<file path="config.mk">
export PLATFORM = sky130hd
export DESIGN_NAME = sparse_mul_job_ctrl
export DESIGN_NICKNAME = d
export VERILOG_FILES = /design/src/rtl/spm_pkg.sv /design/src/rtl/spm_res_fifo2.sv /design/src/rtl/sparse_mul_job_ctrl.sv
export SDC_FILE = /design/constraint.sdc
export NUM_CORES = 1
export LEC_CHECK = 0
export ABC_AREA = 0
export CAP_MARGIN = 5
export CORE_AREA = 8 8 159 161
export DETAILED_ROUTE_END_ITERATION = 12
export DIE_AREA = 0 0 167 169
export GPL_TIMING_DRIVEN = 0
export PLACE_DENSITY = 0.67
export SLEW_MARGIN = 20
export SYNTH_ARGS = -nofsm -noshare
export SYNTH_HDL_FRONTEND = slang
export SYNTH_SLANG_ARGS = --single-unit
</file>
<file path="constraint.sdc">
create_clock -name clk -period 3.77 [get_ports clk]
set_input_delay 0.9425 -clock clk [delete_from_list [all_inputs] [get_ports clk]]
set_output_delay 0.9425 -clock clk [all_outputs]
set_load 0.01 [all_outputs]
</file>
<file path="src/rtl/spm_pkg.sv">
// Shared sizing and state encoding for the sparse multiplier job sequencer.
package spm_pkg;

    localparam int N           = 1024;
    localparam int H           = 384;
    localparam int CORE_NUM    = 16;
    localparam int COEFF_WIDTH = 8;

    localparam int POLY_WORDS  = N;
    localparam int POS_DEPTH   = (H + CORE_NUM - 1) / CORE_NUM;
    localparam int POS_W       = $clog2(N);
    localparam int RES_WORDS   = N / 2;

    localparam int WORD_W      = 2 * COEFF_WIDTH;
    localparam int POS_WORD_W  = POS_W * CORE_NUM;
    localparam int POLY_AW     = $clog2(POLY_WORDS);
    localparam int POS_AW      = $clog2(POS_DEPTH);
    localparam int RES_AW      = $clog2(RES_WORDS);

    typedef enum logic [2:0] {
        IDLE      = 3'd0,
        LOAD_POLY = 3'd1,
        LOAD_POS  = 3'd2,
        START     = 3'd3,
        WAIT      = 3'd4,
        DRAIN     = 3'd5
    } state_t;

endpackage

</file>
<file path="src/rtl/spm_res_fifo2.sv">
// Two-entry valid/ready FIFO decoupling the one-cycle-latency result RAM
// read from the downstream result stream. Head data is stable while stalled.
module spm_res_fifo2 #(
    parameter int W = 16
) (
    input  logic         clk,
    input  logic         rst,
    input  logic         push,
    input  logic [W-1:0] push_data,
    input  logic         ready,
    output logic         valid,
    output logic [W-1:0] data,
    output logic [1:0]   count
);

    logic [W-1:0] mem [2];
    logic         wr_ptr;
    logic         rd_ptr;
    logic         pop;

    assign valid = (count != 2'd0);
    assign pop   = valid & ready;
    assign data  = valid ? mem[rd_ptr] : '0;

    // Pointer and occupancy bookkeeping.
    always_ff @(posedge clk) begin
        if (rst) begin
            wr_ptr <= 1'b0;
            rd_ptr <= 1'b0;
            count  <= 2'd0;
        end else begin
            if (push) wr_ptr <= ~wr_ptr;
            if (pop)  rd_ptr <= ~rd_ptr;
            case ({push, pop})
                2'b10:   count <= count + 2'd1;
                2'b01:   count <= count - 2'd1;
                default: count <= count;
            endcase
        end
    end

    // Storage; contents are qualified by count so no reset is needed.
    always_ff @(posedge clk) begin
        if (push) mem[wr_ptr] <= push_data;
    end

endmodule

</file>
<file path="src/rtl/sparse_mul_job_ctrl.sv">
// Job sequencer for sparse_mul_1024_384_16: loads poly/pos RAMs from
// valid/ready streams, pulses start, waits for done, drains results.
// Optional feature macro: SPM_CYCLE_CNT_EN adds a 32-bit cycle_cnt output
// measuring START through WAIT exit.
module sparse_mul_job_ctrl
    import spm_pkg::*;
#(
    parameter int GUARD_CYCLES = 8192
) (
    input  logic                  clk,
    input  logic                  rst,
    input  logic                  cmd_valid,
    input  logic                  cmd_reuse,
    output logic                  cmd_ready,
    input  logic                  poly_valid,
    output logic                  poly_ready,
    input  logic [WORD_W-1:0]     poly_data,
    input  logic                  pos_valid,
    output logic                  pos_ready,
    input  logic [POS_WORD_W-1:0] pos_data,
    output logic                  res_valid,
    input  logic                  res_ready,
    output logic [WORD_W-1:0]     res_data,
    output logic                  busy,
    output logic                  mul_poly_wr_en,
    output logic [POLY_AW-1:0]    mul_poly_addr,
    output logic [WORD_W-1:0]     mul_poly_data,
    output logic                  mul_pos_wr_en,
    output logic [POS_AW-1:0]     mul_pos_addr,
    output logic [POS_WORD_W-1:0] mul_pos_data,
    output logic                  mul_start,
    input  logic                  mul_done,
    output logic                  mul_res_rd_en,
    output logic [RES_AW-1:0]     mul_res_rd_addr,
    input  logic [WORD_W-1:0]     mul_res_data
`ifdef SPM_CYCLE_CNT_EN
    ,
    output logic [31:0]           cycle_cnt
`endif
);

    localparam int GUARD_W = $clog2(GUARD_CYCLES + 1);

    state_t               state;
    logic [GUARD_W-1:0]   guard_cnt;
    logic [POLY_AW-1:0]   poly_cnt;
    logic [POS_AW-1:0]    pos_cnt;
    logic [RES_AW:0]      rd_cnt;
    logic [RES_AW-1:0]    out_cnt;
    logic                 poly_loaded;
    logic                 rd_inflight;
    logic [1:0]           fifo_count;
    logic                 poly_hs;
    logic                 pos_hs;
    logic                 res_hs;
    logic [2:0]           pending;

    assign poly_ready      = (state == LOAD_POLY);
    assign pos_ready       = (state == LOAD_POS);
    assign poly_hs         = poly_valid & poly_ready;
    assign pos_hs          = pos_valid & pos_ready;

    assign mul_poly_wr_en  = poly_hs;
    assign mul_poly_addr   = poly_cnt;
    assign mul_poly_data   = poly_hs ? poly_data : '0;
    assign mul_pos_wr_en   = pos_hs;
    assign mul_pos_addr    = pos_cnt;
    assign mul_pos_data    = pos_hs ? pos_data : '0;

    assign mul_start       = (state == START);
    assign cmd_ready       = (state == IDLE) && (guard_cnt == '0);
    assign busy            = (state != IDLE) || (guard_cnt != '0);

    // Words that will occupy the FIFO after this cycle: stored + arriving - leaving.
    // Counting the pop keeps the read issue going every cycle when res_ready stays high.
    assign res_hs          = res_valid & res_ready;
    assign pending         = {1'b0, fifo_count} + {2'b00, rd_inflight} - {2'b00, res_hs};
    assign mul_res_rd_en   = (state == DRAIN) && (rd_cnt < (RES_AW+1)'(RES_WORDS)) && (pending < 3'd2);
    assign mul_res_rd_addr = rd_cnt[RES_AW-1:0];

    spm_res_fifo2 #(.W(WORD_W)) u_res_fifo (
        .clk       (clk),
        .rst       (rst),
        .push      (rd_inflight),
        .push_data (mul_res_data),
        .ready     (res_ready),
        .valid     (res_valid),
        .data      (res_data),
        .count     (fifo_count)
    );

    // Job FSM, address counters, post-reset guard and in-flight read tracking.
    always_ff @(posedge clk) begin
        if (rst) begin
            state       <= IDLE;
            guard_cnt   <= GUARD_W'(GUARD_CYCLES);
            poly_cnt    <= '0;
            pos_cnt     <= '0;
            rd_cnt      <= '0;
            out_cnt     <= '0;
            poly_loaded <= 1'b0;
            rd_inflight <= 1'b0;
        end else begin
            if (guard_cnt != '0) guard_cnt <= guard_cnt - 1'b1;
            rd_inflight <= mul_res_rd_en;
            case (state)
                IDLE: begin
                    if (cmd_valid && cmd_ready) begin
                        poly_cnt <= '0;
                        pos_cnt  <= '0;
                        if (cmd_reuse && poly_loaded) begin
                            state <= LOAD_POS;
                        end else begin
                            // A partial reload leaves the RAM unusable for reuse.
                            poly_loaded <= 1'b0;
                            state       <= LOAD_POLY;
                        end
                    end
                end
                LOAD_POLY: begin
                    if (poly_hs) begin
                        if (poly_cnt == POLY_AW'(POLY_WORDS - 1)) begin
                            poly_cnt    <= '0;
                            poly_loaded <= 1'b1;
                            state       <= LOAD_POS;
                        end else begin
                            poly_cnt <= poly_cnt + 1'b1;
                        end
                    end
                end
                LOAD_POS: begin
                    if (pos_hs) begin
                        if (pos_cnt == POS_AW'(POS_DEPTH - 1)) begin
                            pos_cnt <= '0;
                            state   <= START;
                        end else begin
                            pos_cnt <= pos_cnt + 1'b1;
                        end
                    end
                end
                START: state <= WAIT;
                WAIT: begin
                    if (mul_done) begin
                        rd_cnt  <= '0;
                        out_cnt <= '0;
                        state   <= DRAIN;
                    end
                end
                DRAIN: begin
                    if (mul_res_rd_en) rd_cnt <= rd_cnt + 1'b1;
                    if (res_hs) begin
                        if (out_cnt == RES_AW'(RES_WORDS - 1)) begin
                            out_cnt <= '0;
                            rd_cnt  <= '0;
                            state   <= IDLE;
                        end else begin
                            out_cnt <= out_cnt + 1'b1;
                        end
                    end
                end
                default: state <= IDLE;
            endcase
        end
    end

`ifdef SPM_CYCLE_CNT_EN
    // Multiplier run length: START cycle plus every WAIT cycle, held until the next START.
    always_ff @(posedge clk) begin
        if (rst) begin
            cycle_cnt <= 32'd0;
        end else if (state == START) begin
            cycle_cnt <= 32'd1;
        end else if (state == WAIT) begin
            cycle_cnt <= cycle_cnt + 32'd1;
        end
    end
`endif

endmodule

</file>
* Word level (Yosys, flattened, before mapping)
Memory sizes are Yosys's and may differ from the RTL's. A register that Yosys moved wholly into a read port is not among the register bits. Index checks and enable logic that the tools add are counted.
Storage, ports and cells: register bits 57, bits in writable memories 32, input bits 200, output and inout port bits 225, memories kept 1
Memory list:
- u_res_fifo.mem | words 2, bits a word 16, rd ports 1, clocked after Yosys merged registers in 1, wr ports 1, RTL line spm_res_fifo2.sv:16 | logic [W-1:0] mem [2];
Operators by class: add/sub/neg operators 9, order comparisons 2, eq/ne operators 19, mux-type cells 40, bitwise operators 5, reductions and logical operators 21
Operator list (count):
- $mux W160 | 1
- $mux W10 | 7
- $pmux W10 S2 | 2
- $mux W16 | 2
- $mux W9 | 3
- $mux W3 | 8
- $add A10 B1 Y10 const B | 2
- $pmux W3 S6 | 1
- $pmux W9 S2 | 1
- $mux W5 | 3
- $logic_not A14 Y1 | 1
- $reduce_bool A14 Y1 | 1
- $sub A14 B1 Y14 const B | 1
- $ne A2 B1 Y1 const B | 6
- $eq A10 B10 Y1 const B | 1
- $lt A10 B10 Y1 const B | 1
- $pmux W5 S2 | 1
- $reduce_bool A2 Y1 | 5
- $add A9 B1 Y9 const B | 1
- $eq A9 B9 Y1 const B | 1
- $reduce_and A3 Y1 | 3
- $mux W1 | 8
- $reduce_and A8 Y1 | 1
- $eq A3 B2 Y1 const B | 2
- other kinds (23) | 33

* Depth between registers and ports, before layout
word-level depth 9, depth in mapped cells 11, mapped depth without buffers 11

* Cells and area by module
A second synthesis with hierarchy kept.
Second synthesis, totals: cells, all modules 626, area, all modules 5410.2 µm²
Modules (own cells, without submodules):
- sparse_mul_job_ctrl | times used 1, cells each 535, area an instance 4002.6 µm²
- spm_res_fifo2 | times used 1, cells each 91, area an instance 1407.6 µm²

* Worst setup path before layout
Ideal clock, no wire load.
kind in2out, start input port res_ready, end output port mul_res_rd_en, data arrival time 2287 ps, path slack 541 ps, stages 7, path through and3_1 -> a21o_1 -> nand2_1 -> fa_1 -> nor2b_1 -> nand3_1 -> clkinv_1
Between the ends: word-level cells in the longest chain between the ends 4
Ends and longest elaborated chain:
- start, declared | RTL line sparse_mul_job_ctrl.sv:22 | input logic res_ready,
- $and A1 B1 Y1 | RTL line sparse_mul_job_ctrl.sv:76 | assign res_hs = res_valid & res_ready;
- $sub A3 B1 Y3 | RTL line sparse_mul_job_ctrl.sv:77 | assign pending = {1'b0, fifo_count} + {2'b00, rd_inflight} - {2'b00, res_hs};
- $lt A3 B2 Y1 | RTL line sparse_mul_job_ctrl.sv:78 | assign mul_res_rd_en = (state == DRAIN) && (rd_cnt < (RES_AW+1)'(RES_WORDS)) && (pending < 3'd2);
- $logic_and A1 B1 Y1 | RTL line sparse_mul_job_ctrl.sv:78
- end, declared | RTL line sparse_mul_job_ctrl.sv:33 | output logic mul_res_rd_en,
Every way passes these cells.

* Final worst setup path
start input port poly_valid, end output port mul_poly_data[8]
Between the ends: word-level cells in the longest chain between the ends 2
Ends and longest elaborated chain:
- start, declared | RTL line sparse_mul_job_ctrl.sv:15 | input logic poly_valid,
- $and A1 B1 Y1 | RTL line sparse_mul_job_ctrl.sv:60 | assign poly_hs = poly_valid & poly_ready;
- $mux W16 | RTL line sparse_mul_job_ctrl.sv:65 | assign mul_poly_data = poly_hs ? poly_data : '0;
- end, declared | RTL line sparse_mul_job_ctrl.sv:27 | output logic [WORD_W-1:0] mul_poly_data,
Every way passes these cells.

==> results <==
- The flow ran to the end, and the final reports show no timing, DRC or antenna violations.
- The overflow left after global routing is 0.
- Detailed placement finished with a half-perimeter wire length of about 28,000 um.
- The sink of the worst hold path is poly_loaded$_SDFFE_PP0P_.
- The number of max-slew violations in the final report is 0.
- Across the run, the number of max-cap violations was 0.
- The average footprint of a synthesized cell is 8.63 um2.
- Traced cell by cell, the critical path runs through clkdlybuf4s50_1, clkbuf_1, and3_1, clkdlybuf4s50_1.
- After detailed placement, the total cell area comes to 9930 um2.
- The net count after synthesis is 825.
- Using the TritonRoute via totals, the vias-per-cell ratio works out to 4.82.
- Static timing analysis puts the maximum clock frequency at 0.272 GHz.
- The quantity of I/O buffers inserted on ports is 422.
- The detail-routed net length per standard cell is 24.4 um.
- The type of the most critical hold path is register to register.
- The fraction of final layout cells sized beyond drive strength 1 is just over 5%.
- The reg-to-reg setup timing slack is 1010 ps.
- The post-placement worst setup slack is -799 ps.
- VDD sags by at most 230 uV.
- The critical path contains buffers and inverters numbering 3 combined.
- The total clock buffers created by CTS is 9.
- The final layout contains routed wiring with a total length of 33,500 um.
- After floorplanning, the core was sized to cover 22,900 um2.
- The share of synthesized flip-flops with an asynchronous set or reset is 0%.
- After routing the design area is 10,400 um2.
- The final route contains roughly 6,600 vias.
- The endpoint of the worst-slack reg-to-reg timing path is rd_cnt[7]$_SDFFE_PP0P_.
- The final setup violation count is 0.
- Broken down by cell family, the worst path's largest delay share belongs to buffers and inverters.
- The number of distinct standard cells referenced by the synthesized netlist is 54.
- The standard-cell row count is 56.
- The transition time of the tightest slew-check pin is 814 ps.
- Routability-driven placement finished with a final weighted congestion of between 0.9 and 1.
- By area the synthesized netlist is led by dfxtp_1, and3_1, edfxtp_1.
- Pin placement for this block handled between 400 and 500 I/O pins.
- The number of cells after detailed placement is about 1,300.
- The number of clock sinks is 90.
- The synthesized netlist occupies a cell area of 5330 um2.
- The overall global routing resource usage is 22.7%.
- In this run, synthesis produced a sequential element count of 90.
- The pin count of the biggest net entering global routing is 18.
- Setup repair after global routing left no endpoint under its margin.
- In this run the tightest slew margin relative to its limit is 45.2%.
- On the final layout, the worst clock skew is 7.33 ps.
- STA classifies the critical path startpoint as a primary input.
- The count of nets left with antenna violations once routing finished came out at 0.
- The source of the worst register-to-register timing path is u_res_fifo.count[1]$_SDFFE_PP0P_.
- The cell depth of the worst hold path is 2.
- Of the total power, registers draw 41.5%.
- The type of the worst setup path is primary input to output port.
- In this run the biggest area consumer among cell types represents between 20% and 30% of the synthesized area.
- The critical path capture point type is an output port.
- The yosys synthesis warning count is 0.
- STA puts the critical path data arrival time at 2730 ps.
- The synthesis-to-finish area growth is 94.5%.
- Along the worst path, the maximum fanout reaches 10.
- The global-route wire length before repair is 46,800 um.
- The worst path in the final design needs a cycle of 3680 ps, including I/O delays and setup.
- The most frequent cell on the critical path is clkdlybuf4s50_1.
- The total die area is 28,200 um2.
- The depth of the most critical reg-to-reg path is 11.
- The initial antenna violation count was 29.
- The largest single stage delay on the critical path is 690 ps.
- After layout, the worst path uses between 90 and 100% of the clock period.
- The via count of the first global-routing pass is 6,629.
- The number of enable flip-flop cells after synthesis is 32.
- The chip height is 169 um.
- The detailed router finished its first iteration with 386 violations.
- The standard cell with the maximum stage delay on the critical path is clkdlybuf4s50_1.
- The synthesized netlist cell count is 617.
- The clock tree synthesis step divided the H-tree into 3 levels.
- The net count of the finished layout is around 1,300.
- For this configuration, the core starts out at a cell density of a little under a quarter.
- The internal power consumption is 1.94 mW.
- The number of stages on the worst setup path is 4.
- The required time at the endpoint of the critical path is 2830 ps.
- The critical path starts at poly_valid.
- The net switching power of the design is 0.745 mW.
- Across all hold checks on the routed design, the worst slack comes to 478 ps.
- The root buffer cell chosen for the clock tree is clkbuf_16.
- The share of total power dissipated in the clock network is 34.3%.
- Before antenna repair, the detailed router went through 4 iterations.
- The power share of the combinational group is 24.2%.
- In this run the most critical hold path is launched from poly_loaded$_SDFFE_PP0P_.
- For this design the static power due to leakage is 4.30 nW.
- The clock passes through at most 2 buffers.
- The clock tree from TritonCTS is yes.
- Excluding fillers, the count of instances in the completed layout stands at 1,374.
- The biggest area contributor in the post-synthesis netlist is dfxtp_1.
- The top flip-flop cell by instance count after synthesis is dfxtp_1.
- After clock tree synthesis, the clock-pin slew on the worst setup and hold paths is roughly 60 ps.
- In this run the horizontal extent of the chip is 167 um.
- The count of endpoints failing hold in the final timing report is 0.
- After synthesis, flip-flops and latches occupy 39.8% of the total area.
- After clock tree synthesis, the flow added hold-fix buffers numbering 0.
- The DRC violation count after routing is 0.
- The switching share of power is 27.8%.
- For this design the ratio of total power to cell area is 259 nW/um2.
- In the post-route analysis, the smallest setup slack over all paths is between 90 and 100 ps.
- The insertion delay to the later sink of the worst-skew pair is 340 ps.
==> registers in the layout (all words and copies together) (netlist names), named ones only <==
signal,flops
guard_cnt,14
mul_poly_addr,10
mul_pos_addr,5
out_cnt,9
poly_loaded,1
rd_cnt,10
rd_inflight,1
state,3
u_res_fifo.count,2
u_res_fifo.mem,32
u_res_fifo.rd_ptr,1
u_res_fifo.wr_ptr,1
==> power groups by stage <==
stage | Clock (mW) | Combinational (mW) | Sequential [mW]
after floorplan | 0 | 0.298 | 1.12
after global placement | 0 | 0.632 | 1.13
after detailed placement | 0 | 0.638 | 1.13
after CTS | 0.943 | 0.647 | 1.11
after global routing | 0.977 | 0.714 | 1.12
final | 0.920 | 0.650 | 1.11
==> layout by cell type (no fill, tap or decap), types with 3 or more instances in the layout <==
master / n
mux2i_1: 19
or3_1: 7
nand2_1: 21
and4_1: 5
a21oi_1: 15
nor3_1: 7
and2_1: 3
clkbuf_2: 11
inv_1: 14
o21ai_0: 7
nand2b_1: 5
xor2_1: 24
buf_2: 3
edfxtp_1: 32
xnor2_1: 7
buf_1: 3
clkbuf_16: 9
a211oi_1: 4
or4_1: 3
buf_4: 12
nor2_1: 61
o31ai_1: 4
diode_2: 26
clkbuf_1: 35
nand3_1: 16
clkdlybuf4s50_1: 420
ha_1: 7
nand4_1: 11
and3_1: 181
a31oi_1: 4
dfxtp_1: 58
==> repair_timing <==
item,4_1_cts,5_1_grt
endpoints found under the setup margin,162,122
resized for setup,16,23
buffers inserted,2,1
pin swaps,1,0
gates cloned,0,0
==> metal layers <==
| layer | vias to the layer above | GRT usage (%) | wire (um) |
|---|---|---|---|
| met5 | - | 0 | 0 |
| met4 | 0 | 15.0 | 2030 |
| met3 | 77 | 5.85 | 2280 |
| met2 | 340 | 41.9 | 17800 |
| met1 | 3081 | 22.3 | 11400 |
| li1 | 3119 | - | - |
==> synth_stat cells, types with 2 or more instances <==
cell type,instances
a211oi_1,4
and2_1,3
nor2_1,61
clkbuf_1,51
dfxtp_1,58
o31ai_1,4
nor4_1,2
mux2i_1,19
nand3b_1,2
nor2b_1,3
and4_1,5
nand3_1,17
nand2b_1,5
buf_4,9
o2111ai_1,2
nor3_1,7
a31oi_1,4
or4_1,3
xnor2_1,7
o21ai_0,7
and3_1,182
xor2_1,24
a21oi_1,15
buf_2,2
nand2_1,21
or3_1,7
ha_1,7
o211ai_1,2
inv_1,14
nand4b_1,2
nand4_1,11
edfxtp_1,32
nor3b_1,3
a21o_1,2
==> worst register-to-register path: cells and delay by family (launching register included) <==
| kind | cells | cell delay [ps] |
|---|---|---|
| simple gates | 6 | 1070 |
| fa+ha+maj | 1 | 500 |
| buf+inv | 2 | 470 |
| flops | 1 | 360 |
| xor+xnor | 1 | 140 |
| compound gates | 1 | 120 |
==> per-stage QoR <==
step                      power [mW]  setup TNS [ps]  utilization, %
after floorplan                 1.42               0               -
after global placement          1.76          -17280            43.3
after detailed placement        1.77          -25270            43.3
after CTS                       2.70               0            44.9
after global routing            2.81               0            45.2
final                           2.68               0            45.2
==> worst max-delay path by stage <==
stage	to
after floorplan	mul_res_rd_en
after global routing	mul_poly_data[14]
after global placement	mul_res_rd_en
after CTS	mul_pos_data[136]
after detailed placement	mul_res_rd_en
final	mul_poly_data[8]
==> area by class of cell <==
| cell class | instances | area (um2) |
|---|---|---|
| well taps | 290 | 363 |
| flip-flops and latches | 90 | 2120 |
| clock inverters | 6 | 77.6 |
| multi-input cells | 450 | 2900 |
| plain buffers | 61 | 287 |
| diodes | 26 | 65.1 |
| repair buffers | 426 | 4250 |
| inverters | 15 | 61.3 |
| fillers | 2244 | 12600 |
| clock buffers | 10 | 229 |
==> cell families (layout without fill, tap and decap cells) <==
kind of cell / Yosys count / count (layout) / synth area share (%)
AOI/OAI and AO/OA: 53 / 53 / 6.88
xor gates and xnor gates: 31 / 31 / 5.10
DFF: 90 / 90 / 39.8
muxes: 19 / 19 / 3.57
buffers and inverters: 77 / 518 / 6.11
adders and majority gates: 8 / 8 / 2.02
and+or+nand+nor: 339 / 339 / 36.5
other: 0 / 26 / 0
No activity file was read; power rests on OpenSTA's default activity.
